$ cat src/rtl/cache_controller.sv
// Cache controller: blocking CPU-side FSM for a set-associative array.
// It resolves hits, writes back dirty victims and refills lines from memory
// over a per-beat req/ack handshake.
module cache_controller #(
   parameter int ADDRESS_WORD_SIZE = 32,
   parameter int TAG_SIZE          = 19,
   parameter int WORD_SIZE         = 8,
   parameter int BLOCK_SIZE        = 8
) (
   input  logic                         clk,
   input  logic                         rst_b,
   // CPU port
   input  logic                         cpu_req,
   input  logic                         cpu_we,
   input  logic [ADDRESS_WORD_SIZE-1:0] cpu_addr,
   input  logic [WORD_SIZE-1:0]         cpu_wdata,
   output logic                         cpu_ready,
   output logic                         cpu_done,
   output logic [WORD_SIZE-1:0]         cpu_rdata,
   // cache array port
   output logic [ADDRESS_WORD_SIZE-1:0] cache_addr,
   output logic                         try_read,
   output logic                         try_write,
   output logic                         cache_write,
   output logic [WORD_SIZE-1:0]         cache_wdata,
   input  logic [WORD_SIZE-1:0]         cache_rdata,
   input  logic                         cache_hit,
   input  logic                         cache_dirty,
   input  logic [TAG_SIZE-1:0]          cache_victim_tag,
   // memory port
   output logic                         mem_req,
   output logic                         mem_we,
   output logic [ADDRESS_WORD_SIZE-1:0] mem_addr,
   output logic [WORD_SIZE-1:0]         mem_wdata,
   input  logic [WORD_SIZE-1:0]         mem_rdata,
   input  logic                         mem_ack
);

   localparam int OFF_W  = 6;
   localparam int IDX_W  = ADDRESS_WORD_SIZE - TAG_SIZE - OFF_W;
   localparam int CNT_W  = (BLOCK_SIZE > 1) ? $clog2(BLOCK_SIZE) : 1;
   localparam int STRIDE = 64 / BLOCK_SIZE;
   localparam logic [CNT_W-1:0] LAST_BEAT = CNT_W'(BLOCK_SIZE - 1);

   typedef enum logic [2:0] {
      S_IDLE, S_LOOKUP, S_WRITE, S_WB, S_REFILL, S_DONE
   } state_t;

   state_t                         state_q, state_d;
   logic                           we_q, we_d;
   logic [ADDRESS_WORD_SIZE-1:0]   addr_q, addr_d;
   logic [WORD_SIZE-1:0]           wdata_q, wdata_d;
   logic [WORD_SIZE-1:0]           rdata_q, rdata_d;
   logic [TAG_SIZE-1:0]            victim_tag_q, victim_tag_d;
   logic [CNT_W-1:0]               beat_q, beat_d;

   logic [OFF_W-1:0]               beat_off;
   logic [ADDRESS_WORD_SIZE-1:0]   wb_addr;
   logic [ADDRESS_WORD_SIZE-1:0]   rf_addr;
   logic                           last_ack;

   // Line base has a zero offset, so the beat offset is simply concatenated.
   assign beat_off  = OFF_W'(int'(beat_q) * STRIDE);
   assign wb_addr   = {victim_tag_q, addr_q[OFF_W +: IDX_W], beat_off};
   assign rf_addr   = {addr_q[ADDRESS_WORD_SIZE-1 -: TAG_SIZE], addr_q[OFF_W +: IDX_W], beat_off};
   assign last_ack  = mem_ack && (beat_q == LAST_BEAT);
   assign cpu_rdata = rdata_q;

   // State and request latches; reset returns everything to an idle, empty controller.
   always_ff @(posedge clk or posedge rst_b) begin
      if (rst_b) begin
         state_q      <= S_IDLE;
         we_q         <= 1'b0;
         addr_q       <= '0;
         wdata_q      <= '0;
         rdata_q      <= '0;
         victim_tag_q <= '0;
         beat_q       <= '0;
      end else begin
         state_q      <= state_d;
         we_q         <= we_d;
         addr_q       <= addr_d;
         wdata_q      <= wdata_d;
         rdata_q      <= rdata_d;
         victim_tag_q <= victim_tag_d;
         beat_q       <= beat_d;
      end
   end

   // Next-state selection; a miss branches on the victim's dirty flag directly.
   always_comb begin
      state_d = state_q;
      case (state_q)
         S_IDLE:   if (cpu_req) state_d = S_LOOKUP;
         S_LOOKUP: begin
            if (cache_hit) state_d = we_q ? S_WRITE : S_DONE;
            else           state_d = cache_dirty ? S_WB : S_REFILL;
         end
         S_WRITE:  state_d = S_DONE;
         S_WB:     if (last_ack) state_d = S_REFILL;
         S_REFILL: if (last_ack) state_d = S_LOOKUP;
         S_DONE:   state_d = S_IDLE;
         default:  state_d = S_IDLE;
      endcase
   end

   // Request capture, load result capture, victim tag and beat counter updates.
   always_comb begin
      we_d         = we_q;
      addr_d       = addr_q;
      wdata_d      = wdata_q;
      rdata_d      = rdata_q;
      victim_tag_d = victim_tag_q;
      beat_d       = beat_q;
      case (state_q)
         S_IDLE: begin
            if (cpu_req) begin
               we_d    = cpu_we;
               addr_d  = cpu_addr;
               wdata_d = cpu_wdata;
            end
         end
         S_LOOKUP: begin
            if (cache_hit) begin
               if (!we_q) rdata_d = cache_rdata;
            end else begin
               victim_tag_d = cache_victim_tag;
               beat_d       = '0;
            end
         end
         S_WB, S_REFILL: begin
            if (mem_ack) beat_d = last_ack ? '0 : beat_q + CNT_W'(1);
         end
         default: ;
      endcase
   end

   // Moore-style outputs, except the refill write strobe which follows mem_ack.
   always_comb begin
      cpu_ready   = 1'b0;
      cpu_done    = 1'b0;
      cache_addr  = addr_q;
      try_read    = 1'b0;
      try_write   = 1'b0;
      cache_write = 1'b0;
      cache_wdata = '0;
      mem_req     = 1'b0;
      mem_we      = 1'b0;
      mem_addr    = '0;
      mem_wdata   = '0;
      case (state_q)
         S_IDLE:   cpu_ready = 1'b1;
         S_LOOKUP: try_read  = 1'b1;
         S_WRITE: begin
            try_write   = 1'b1;
            cache_wdata = wdata_q;
         end
         S_WB: begin
            cache_addr = wb_addr;
            try_read   = 1'b1;
            mem_req    = 1'b1;
            mem_we     = 1'b1;
            mem_addr   = wb_addr;
            mem_wdata  = cache_rdata;
         end
         S_REFILL: begin
            mem_req  = 1'b1;
            mem_addr = rf_addr;
            if (mem_ack) begin
               cache_write = 1'b1;
               cache_addr  = rf_addr;
               cache_wdata = mem_rdata;
            end
         end
         S_DONE:   cpu_done = 1'b1;
         default: ;
      endcase
   end

endmodule

$ cat config.mk
export PLATFORM = sky130hd
export DESIGN_NAME = cache_controller
export DESIGN_NICKNAME = d
export VERILOG_FILES = /design/src/rtl/cache_controller.sv
export SDC_FILE = /design/constraint.sdc
export NUM_CORES = 1
export LEC_CHECK = 0
export ABC_AREA = 1
export CAP_MARGIN = 10
export CORE_MARGIN = 4
export CORE_UTILIZATION = 45
export CTS_BUF_LIST = sky130_fd_sc_hd__clkbuf_16
export DETAILED_ROUTE_END_ITERATION = 12
export PLACE_DENSITY = 0.83
export SLEW_MARGIN = 20
export SYNTH_ARGS = -nofsm -noshare
export SYNTH_HDL_FRONTEND = slang
export SYNTH_SLANG_ARGS = --single-unit
$ cat constraint.sdc
create_clock -name clk -period 5.9 [get_ports clk]
set_input_delay 1.18 -clock clk [delete_from_list [all_inputs] [get_ports clk]]
set_output_delay 1.18 -clock clk [all_outputs]
set_load 0.03 [all_outputs]
==> out/summary.md, run 1 <==
• finished, final reports clean — run status
• 0 — reported max-cap violation count
• 4.165 ns — post-route minimum period
• 0.8789 — gp weighted congestion
• flop to flop — Hold Crit Class
• 0.156 — clock share of power
• 0 — count of instances resized after the clock tree is built
• 0.4835 — sequential-to-total area share from yosys stat
• 0 ns — setup TNS
• 106 — 1st-iter DRT viols
• 0.9103 ns — transition time at the pin with the least slew margin
• 0.4835 — fraction of synthesized cell area taken by the top area cell type
• input port to output port — CP Class
• 0 — number of antenna violations at the first check in global routing
• 0.4724 ns — Min Hold Slack
• 13.92 um — routed wirelength normalized by instance count
• 0 — Final Max Slew Viols
• 74 — sinks on the clock net
• 3656 — number of vias in the routed layout
• 571.2 nW/um2 — power per unit of standard cell area
• 493 — synthesized netlist cell count
• 732 — Net count, final
• 1.000 — fraction of registers with async set/reset
• 0 — number of setup violations in the final report
• 311.4 uV — worst supply voltage drop on vdd
• dfrtp_1 (48%), nand2_1 (16%), nor2_1 (5.5%) — Synth area leaders
• 10560 um — total length of routed wires
• 33 — Std-Cell Rows
• 10050 um2 — die area
• 7899 um — DP HPWL
• 0.32 ns — clock latency on the worst-skew pair
• clkbuf_16 — Clock Root Buffer
• 758 — Cell Count, Final, Fillers Out
• 2 — Longest Clk Path Bufs
• 0.7060 — final period utilization
• 173 — count of input and output buffers
• 0.002812 uW — cell leakage power
• 0 — total inserted antenna cells
• 74 — #FFs+latches synth
• 0.4574 — net switching fraction of the power
• 49.69% — Layout area overhead
• 5733 um2 — area of all placed cells without fillers
• 6 — highest fanout seen on the critical path
• 0.579 — combinational fraction of design power
• 4 — drt pass-1 iters
• 0.3931 — slew margin rel.
• state_q[1]$_DFFE_PP0P_ — origin of the critical flop-to-flop path
• 0.2147 — All-Layer GR Usage
• 0 — number of synthesized flops with an enable pin
• 100.3 um — die height
• 17360 um — wire length of the first global-routing pass
• dfrtp_1 — Main synth FF type
• nand2_1 — most used standard cell by instance count after synthesis
• 2 — worst hold path stage count
• 6 — logic depth of the worst register-to-register path
• output port — critical path endpoint category
• 177 — number of primary I/O pins
• input port — kind of launch point of the worst setup path
• yes — clock tree from TritonCTS
• 0 — setup bufs post-CTS
• 1498 uW — switching power summed over all nets
• 0 — final global-route overflow total
• 2.99 ns — arrival time at the worst endpoint
• 742 — placed cells
• 707 — filler cell count
• 5453 um2 — Cell Area, Placed
• dfrtp_1 — area leader, netlist
• 100.3 um — Die Width
• 3 — H-tree levels
• 0 — Residual DRC
• wdata_q[4]$_DFFE_PP0P_ — start point of the worst hold path
• 0 — CTS Hold Bufs
• 1777 uW — internal power consumption
• 4.823 — vias per cell
• 0.264 — sequential power share
• 25 — number of distinct library cells after synthesis
• 240.1 MHz — maximum clock rate
• 3.78 ns — setup slack of the most critical reg-to-reg path
• 75 — pin count of the biggest net entering global routing
• 0 — Final Hold Vio Count
• 0.05 ns — clock edge transition at the registers on the reported setup and hold paths
• 0 — number of routed nets with antenna violations
• 7.769 um2 — average size of a mapped cell
• nand2_1 (160), dfrtp_1 (74), nor2_1 (56), inv_1 (54), o21ai_0 (31) — Synth top cells by count
• 3833 — vias in the first global route
• 0.6942 — Final Core Density
• 4.72 ns — Data required, critical path
• 9 — clock buffer count from CTS
• 0.004431 ns — Setup Skew
• 0.4638 — Starting Density
• wdata_q[4]$_DFFE_PP0P_ — WHS Endpoint
• victim_tag_q[1]$_DFFE_PP0P_ — Worst R2R End
• false — unrepaired setup endpoints after global routing
• 3830 um2 — Post-Syn Area
• 0 — number of warnings printed during yosys synthesis
• 0.07198 — layout cell share with drive strength beyond 1
• 8258 um2 — Core Footprint
[power groups by stage]
stage               clock (uW)  combinational, uW  sequential (uW)
global placement             0               1860              860
detailed placement           0               1910              871
finish                     512               1900              866
floorplan                    0               1220              888
CTS                        522               1920              866
global route               546               2050              893
[state kept, by name, indices dropped and copies added (netlist names)]
| name | flops |
|---|---|
| beat_q | 3 |
| wdata_q | 8 |
| addr_q | 32 |
| victim_tag_q | 19 |
| state_q | 3 |
| cpu_rdata | 8 |
| we_q | 1 |
[kinds of logic (layout without fill, tap and decap cells)]
family | count (synthesis) | count (layout) | share of synthesized area
and+or+nand+nor | 245 | 245 | 0.2614
buffers and inverters | 92 | 250 | 0.1254
AOI/OAI and AO/OA | 79 | 79 | 0.1222
DFF | 74 | 74 | 0.4835
adders and majority gates | 2 | 2 | 0.006533
other | 1 | 3 | 0.0009791
[per-stage QoR]
| step | setup WS, ns | total power, uW |
|---|---|---|
| floorplan | 2.838 | 2107 |
| global placement | 1.835 | 2723 |
| detailed placement | 1.772 | 2780 |
| CTS | 1.740 | 3305 |
| global route | 1.631 | 3489 |
| finish | 1.735 | 3275 |
[final cells by class]
cell class              instances  area, um2  area share
flip-flops and latches         74       1852      0.3230
repair buffers                174       1739      0.3034
multi-input cells             329       1505      0.2625
clock buffers                   9      225.2     0.03928
inverters                      60      225.2     0.03928
well taps                     105      131.4     0.02292
clock inverters                 7      55.05    0.009603
[metal layers]
layer | share of wire | wire length [um] | up-vias | global-route usage
met5 | 0 | 0 | - | 0
li1 | - | - | 1814 | -
met4 | 0.025 | 261 | 0 | 0.09430
met1 | 0.40 | 4242 | 1670 | 0.2568
met2 | 0.50 | 5227 | 149 | 0.3624
met3 | 0.078 | 823 | 23 | 0.05768
[worst max path at each step]
stage | slack (ns) | to | from
final | 1.73 | cache_addr[4] | mem_ack
after detailed placement | 1.77 | cache_addr[4] | mem_ack
after global routing | 1.63 | cache_addr[4] | mem_ack
after floorplan | 2.84 | addr_q[0]$_DFFE_PP0P_ | rst_b
after global placement | 1.84 | cache_addr[5] | mem_ack
after CTS | 1.74 | cache_addr[4] | mem_ack
[cells in the final DEF, fill, tap and decap left out, types with 2 or more instances in the layout]
| cell | synthesis | layout |
|---|---|---|
| nand3_1 | 17 | 17 |
| dfrtp_1 | 74 | 74 |
| conb_1 | 1 | 3 |
| nand2_1 | 160 | 160 |
| ha_1 | 2 | 2 |
| a21oi_2 | 2 | 2 |
| inv_1 | 54 | 57 |
| o21ai_0 | 31 | 31 |
| nand4_1 | 3 | 3 |
| nor2_1 | 56 | 56 |
| clkdlybuf4s50_1 | 0 | 173 |
| nor2_4 | 2 | 2 |
| clkbuf_16 | 0 | 9 |
| nand2_2 | 3 | 3 |
| clkinv_2 | 0 | 2 |
| a21oi_1 | 28 | 28 |
| o21ai_2 | 17 | 17 |
| inv_2 | 5 | 6 |
[worst max-delay path, cell delays in order]
cell             delay [ns]
clkdlybuf4s50_1        0.58
nand2_1                0.17
nand2_1                0.20
nand2_1                0.08
nand2_1                0.08
clkdlybuf4s50_1        0.70
Power figures use the tool's default switching activity.
==> run 2, diff against run 1 <==
CORE_UTILIZATION = 42   (was 45)
PLACE_DENSITY = 0.78   (was 0.83)
clock period = 4.2 ns   (was 5.9 ns; I/O delays follow)
==> run 2 against run 1 <==
  * Flip-flop and latch count is the same
  * Clock skew shrank 0.00064 ns
  * First-iteration DRC count grew 13%
  * Clock-buffer cell count is the same
  * Final area grew 0.76%
  * Critical path depth is the same
  * Cell count grew 0.40%
  * Utilization shrank 3.8 points
  * Clock power grew 58%
  * Critical endpoint is now mem_addr[19]
==> out/summary.md, run 2 (synthesis results as in run 1) <==
• 32 — max FFs per register, unchanged
• 120 — 1st-iter DRT viols, was 106
• 39 — highest fanout seen on the critical path, was 6
• 8806 um2 — Core Footprint, was 8258 um2
• 3.36 ns — Data required, critical path, was 4.72 ns
• 103.5 um — Die Width, was 100.3 um
• 9 — clock buffer count from CTS, unchanged
• 4.783 — vias per cell, was 4.823
• 0.4349 — Starting Density, was 0.4638
• 0.8151 — gp weighted congestion, was 0.8789
• 10590 um — total length of routed wires, was 10560 um
• 0.1996 — All-Layer GR Usage, was 0.2147
• flop — kind of launch point of the worst setup path, was input port
• 2 — Longest Clk Path Bufs, unchanged
• 809.7 nW/um2 — power per unit of standard cell area, was 571.2 nW/um2
• 173 — count of input and output buffers, unchanged
• clkdlybuf4s50_1 — worst-path cell with the longest stage delay, unchanged
• 0 — Residual DRC, unchanged
• 34 — Std-Cell Rows, was 33
• 3 — H-tree levels, unchanged
• 13.92 um — routed wirelength normalized by instance count, about the same
• 0 — CTS Hold Bufs, unchanged
• 0 — number of antenna violations at the first check in global routing, unchanged
• buffers and inverters — dominant delay contributor by cell family on the critical path, unchanged
• 0.70 ns — delay of the slowest cell on the worst path, about the same
• 3 — number of buffers and inverters on the critical path, was 2
• inv_2 — cell seen most often among critical-path stages, was nand2_1
• 732 — Net count, final, unchanged
• output port — critical path endpoint category, unchanged
• clkbuf_16 — Clock Root Buffer, unchanged
• addr_q — largest register by flop count, unchanged
• 16760 um — wire length of the first global-routing pass, was 17360 um
• 74 — sinks on the clock net, unchanged
• 10710 um2 — die area, was 10050 um2
• 5 — drt pass-1 iters, was 4
• clkdlybuf4s50_1 — most common library cell in the layout ignoring fill and taps, unchanged
• 0 — Final Max Slew Viols, unchanged
• 0.06 ns — clock edge transition at the registers on the reported setup and hold paths, was 0.05 ns
• 0.003789 ns — Setup Skew, was 0.004431 ns
• flop to output port — CP Class, was input port to output port
• finished, final reports clean — run status, unchanged
• 0 — Final Hold Vio Count, unchanged
• 3629 — vias in the first global route, was 3833
• 177 — number of primary I/O pins, unchanged
• 0 ns — setup TNS, unchanged
• yes — clock tree from TritonCTS, unchanged
• 0 — total inserted antenna cells, unchanged
• 72 — pin count of the biggest net entering global routing, was 75
• false — unrepaired setup endpoints after global routing, unchanged
• addr_q (32), victim_tag_q (19) — registers with the highest flip-flop counts, unchanged
• flop to flop — Hold Crit Class, unchanged
• 3640 — number of vias in the routed layout, was 3656
• 3.555 ns — post-route minimum period
• 0.07657 — layout cell share with drive strength beyond 1, was 0.07198
• 0 — setup bufs post-CTS, unchanged
• 744 — filler cell count, was 707
• clkdlybuf4s50_1 (173), nand2_1 (160), dfrtp_1 (74), nor2_1 (56), inv_1 (53) — highest-count cells in the layout ignoring fill and taps, was clkdlybuf4s50_1 (173), nand2_1 (160), dfrtp_1 (74), inv_1 (57), nor2_1 (56)
• 0.32 ns — clock latency on the worst-skew pair, about the same
• 0.7309 ns — transition time at the pin with the least slew margin, was 0.9103 ns
• 0.6451 ns — worst setup margin, was 1.735 ns
• 0.002807 uW — cell leakage power, was 0.002812 uW
• 2.71 ns — arrival time at the worst endpoint, was 2.99 ns
• 0 — reported max-cap violation count, unchanged
• 0 — count of instances resized after the clock tree is built, unchanged
• 0.7620 ns — worst slack after detailed placement, was 1.772 ns
• inv_2 -> nand3_4 -> inv_2 -> nand2_1 -> o21ai_0 -> clkdlybuf4s50_1 — sequence of cells on the critical path, was clkdlybuf4s50_1 -> nand2_1 -> nand2_1 -> nand2_1 -> nand2_1 -> clkdlybuf4s50_1
• 0.5123 — slew margin rel., was 0.3931
• 412.9 uV — worst supply voltage drop on vdd, was 311.4 uV
• 50.83% — Layout area overhead, was 49.69%
• 0 — final global-route overflow total, unchanged
• 0 — number of setup violations in the final report, unchanged
• 0 — number of routed nets with antenna violations, unchanged
• 0.8464 — final period utilization
• 7891 um — DP HPWL, was 7899 um
• 103.5 um — die height, was 100.3 um
• 281.3 MHz — maximum clock rate
## run 2: path summary, 6_finish.rpt
| path | start | to | slack [ns] | cells after the start |
|---|---|---|---|---|
| worst min register to register | addr_q[3]$_DFFE_PP0P_ | addr_q[3]$_DFFE_PP0P_ | 0.47 | 2 |
| worst min-delay path | addr_q[3]$_DFFE_PP0P_ | addr_q[3]$_DFFE_PP0P_ | 0.47 | 2 |
| max in group asynchronous | rst_b | addr_q[21]$_DFFE_PP0P_ | 2.50 | 3 |
| min in group asynchronous | rst_b | cpu_rdata[2]$_DFFE_PP0P_ | 0.99 | 2 |
| worst max-delay path | state_q[2]$_DFFE_PP0P_ | mem_addr[19] | 0.65 | 6 |
| worst max register to register | state_q[1]$_DFFE_PP0P_ | victim_tag_q[6]$_DFFE_PP0P_ | 2.05 | 7 |
## run 2: power breakdown
part / switching [uW] / total, uW / internal (uW)
Clock: 291 / 809 / 519
Combinational: 1640 / 2650 / 1010
Sequential: 177 / 1220 / 1040
## run 2: final cells by class
type,instances,area [um2],share of cell area
repair buffers,174,1739,0.3011
multi-input cells,329,1505,0.2606
clock buffers,9,225.2,0.03899
well taps,108,135.1,0.02339
flip-flops and latches,74,1852,0.3206
inverters,60,227.7,0.03942
clock inverters,7,92.59,0.01603
## run 2: worst min-delay path, stage by stage (launching register included)
cell and delay (ns):
dfrtp_1 0.34, nand2_1 0.05, nand2_1 0.05
## run 2: metal layers
layer	global-route usage	part of all wire
met5	0	0
met4	0.06873	0.016
met3	0.06372	0.084
met2	0.3294	0.49
met1	0.2472	0.41
## run 2: per-stage QoR
| step | hold slack, ns | area [um2] | std cells | utilization | power [uW] |
|---|---|---|---|---|---|
| finish | 0.4727 | 5777 | 761 | 0.6560 | 4677 |
| floorplan | 0.4422 | 3837 | 495 | - | 2960 |
| global route | 0.5038 | 5777 | 761 | 0.6560 | 4980 |
| detailed placement | 0.4633 | 5458 | 745 | 0.6198 | 3897 |
| global placement | 0.4558 | 5458 | 745 | 0.6198 | 3829 |
| CTS | 0.4779 | 5776 | 761 | 0.6559 | 4727 |
==> run 3, diff against run 2 <==
clock period = 3.4 ns   (was 4.2 ns; I/O delays follow)
==> run 3 against run 2 <==
  * First-iteration DRC count down 13%
  * Sequential share of layout area down 0.083 points
  * Via count up 0.77%
  * Critical endpoint is now mem_addr[23]
  * Highest routed layer unchanged
==> out/summary.md, run 3 (synthesis results as in run 1) <==
• 4 — drt pass-1 iters, was 5
• 0 — CTS Hold Bufs, unchanged
• 8806 um2 — Core Footprint, unchanged
• 7873 um — DP HPWL, was 7891 um
• 0.2508 ns — worst setup margin, was 0.6451 ns
• 5792 um2 — area of all placed cells without fillers, was 5777 um2
• 1.43 ns — setup slack of the most critical reg-to-reg path, was 2.05 ns
• 0.8652 — gp weighted congestion, was 0.8151
• 2.47 ns — arrival time at the worst endpoint, was 2.71 ns
• state_q[1]$_DFFE_PP0P_ — origin of the critical flop-to-flop path, unchanged
• clkdlybuf4s50_1 (173), nand2_1 (160), dfrtp_1 (74), nor2_1 (56), inv_1 (54) — highest-count cells in the layout ignoring fill and taps, was clkdlybuf4s50_1 (173), nand2_1 (160), dfrtp_1 (74), nor2_1 (56), inv_1 (53)
• flop to output port — CP Class, unchanged
• output port — critical path endpoint category, unchanged
• wdata_q[3]$_DFFE_PP0P_ — start point of the worst hold path, was addr_q[3]$_DFFE_PP0P_
• 74 — sinks on the clock net, unchanged
• 0.1983 — All-Layer GR Usage, was 0.1996
• false — unrepaired setup endpoints after global routing, unchanged
• 0.006485 ns — Setup Skew, was 0.003789 ns
• 736 — Net count, final, was 732
• 0 — Residual DRC, unchanged
• 72 — pin count of the biggest net entering global routing, unchanged
• 0 — number of antenna violations at the first check in global routing, unchanged
• 2 — worst hold path stage count, unchanged
• 0.3099 ns — worst slack after detailed placement, was 0.7620 ns
• addr_q — largest register by flop count, unchanged
• 5488 um2 — Cell Area, Placed, was 5458 um2
• 1852 um2 — Storage cell area, unchanged
• 0 — Final Hold Vio Count, unchanged
• finished, final reports clean — run status, unchanged
• 0 — number of setup violations in the final report, unchanged
• 177 — number of primary I/O pins, unchanged
• 0 — Final Max Slew Viols, unchanged
• 0 — reported max-cap violation count, unchanged
• 0 — setup bufs post-CTS, unchanged
• 317.5 MHz — maximum clock rate
• 0.08219 — layout cell share with drive strength beyond 1, was 0.07657
• addr_q (32), victim_tag_q (19) — registers with the highest flip-flop counts, unchanged
• 1510 um2 — footprint of the multi-input gates, was 1505 um2
• 5730 uW — post-layout total power, was 4677 uW
• 173 — count of input and output buffers, unchanged
• 745 — filler cell count, was 744
• 3.149 ns — post-route minimum period
• 0.5151 — slew margin rel., was 0.5123
• flop — kind of launch point of the worst setup path, unchanged
• 3668 — number of vias in the routed layout, was 3640
• 0.06 ns — clock edge transition at the registers on the reported setup and hold paths, about the same
• 9 — clock buffer count from CTS, unchanged
• 32 — highest fanout seen on the critical path, was 39
• clkbuf_16 — Clock Root Buffer, unchanged
• flop to flop — Hold Crit Class, unchanged
• 989.4 nW/um2 — power per unit of standard cell area, was 809.7 nW/um2
• 0.32 ns — clock latency on the worst-skew pair, about the same
• 32 — max FFs per register, unchanged
• 0 ns — setup TNS, unchanged
• wdata_q[3]$_DFFE_PP0P_ — WHS Endpoint, was addr_q[3]$_DFFE_PP0P_
• 16620 um — wire length of the first global-routing pass, was 16760 um
• 0 — total inserted antenna cells, unchanged
• 2 — Longest Clk Path Bufs, unchanged
• yes — clock tree from TritonCTS, unchanged
• 10710 um2 — die area, unchanged
• 2.72 ns — Data required, critical path, was 3.36 ns
• 3 — H-tree levels, unchanged
• 0 — count of instances resized after the clock tree is built, unchanged
• addr_q[12]$_DFFE_PP0P_ — Worst R2R End, was victim_tag_q[6]$_DFFE_PP0P_
• 7 — logic depth of the worst register-to-register path, unchanged
• 0.9262 — final period utilization
• 104 — 1st-iter DRT viols, was 120
• 103.5 um — Die Width, unchanged
• 0.002825 uW — cell leakage power, was 0.002807 uW
• 0 — final global-route overflow total, unchanged
• 34 — Std-Cell Rows, unchanged
• 0.4349 — Starting Density, unchanged
• 0.7274 ns — transition time at the pin with the least slew margin, was 0.7309 ns
• 103.5 um — die height, unchanged
• 4.795 — vias per cell, was 4.783
• 0 — number of routed nets with antenna violations, unchanged
• 604.8 uV — worst supply voltage drop on vdd, was 412.9 uV
• 51.22% — Layout area overhead, was 50.83%
• 3617 — vias in the first global route, was 3629
• 13.63 um — routed wirelength normalized by instance count, was 13.92 um
• 10430 um — total length of routed wires, was 10590 um
• clkdlybuf4s50_1 — most common library cell in the layout ignoring fill and taps, unchanged
==> run 3: worst max path at each step <==
stage / startpoint / endpoint / slack, ns / cells past startpoint
2_1_floorplan: rst_b / addr_q[0]$_DFFE_PP0P_ / 0.84 / 1
3_3_place_gp: mem_ack / cache_addr[5] / 0.33 / 6
3_5_place_dp: mem_ack / cache_addr[5] / 0.31 / 6
4_1_cts: state_q[2]$_DFFE_PP0P_ / mem_addr[21] / 0.07 / 6
5_1_grt: state_q[1]$_DFFE_PP0P_ / cache_addr[5] / 0.07 / 8
6_report: state_q[2]$_DFFE_PP0P_ / mem_addr[23] / 0.25 / 6
==> run 3: layout make-up <==
type | instances | area share
clock buffers | 9 | 0.03889
inverters | 60 | 0.03975
well taps | 108 | 0.02333
multi-input cells | 329 | 0.2607
clock inverters | 7 | 0.01210
flip-flops and latches | 74 | 0.3197
repair buffers | 178 | 0.3055
==> run 3: metal layers <==
layer	vias up	part of all wire	wire length, um	global-route usage
met5	-	0	0	0
met4	0	0.014	144	0.06574
met3	10	0.079	823	0.05902
met2	119	0.50	5201	0.3397
met1	1717	0.41	4261	0.2384
li1	1822	-	-	-
==> run 3: critical path, cell delays in order (launching register included) <==
cell	delay [ns]
dfrtp_1	0.49
inv_2	0.13
nand3_4	0.21
inv_4	0.35
nand2_1	0.14
o21ai_0	0.12
clkdlybuf4s50_1	0.70
==> run 3: power by group <==
part / switching, uW / internal (uW) / leakage [uW]
sequential: 219 / 1280 / 0.000876
combinational: 2040 / 1270 / 0.00181
clock: 355 / 566 / 0.000139
total: 2610 / 3120 / 0.00282
==> run 3: through the flow <==
| step | utilization | std cells | hold slack, ns |
|---|---|---|---|
| after floorplan | - | 495 | 0.4422 |
| after global placement | 0.6232 | 749 | 0.4554 |
| after CTS | 0.6567 | 765 | 0.4778 |
| after global routing | 0.6577 | 765 | 0.5075 |
| final | 0.6577 | 765 | 0.4749 |
| after detailed placement | 0.6232 | 749 | 0.4636 |
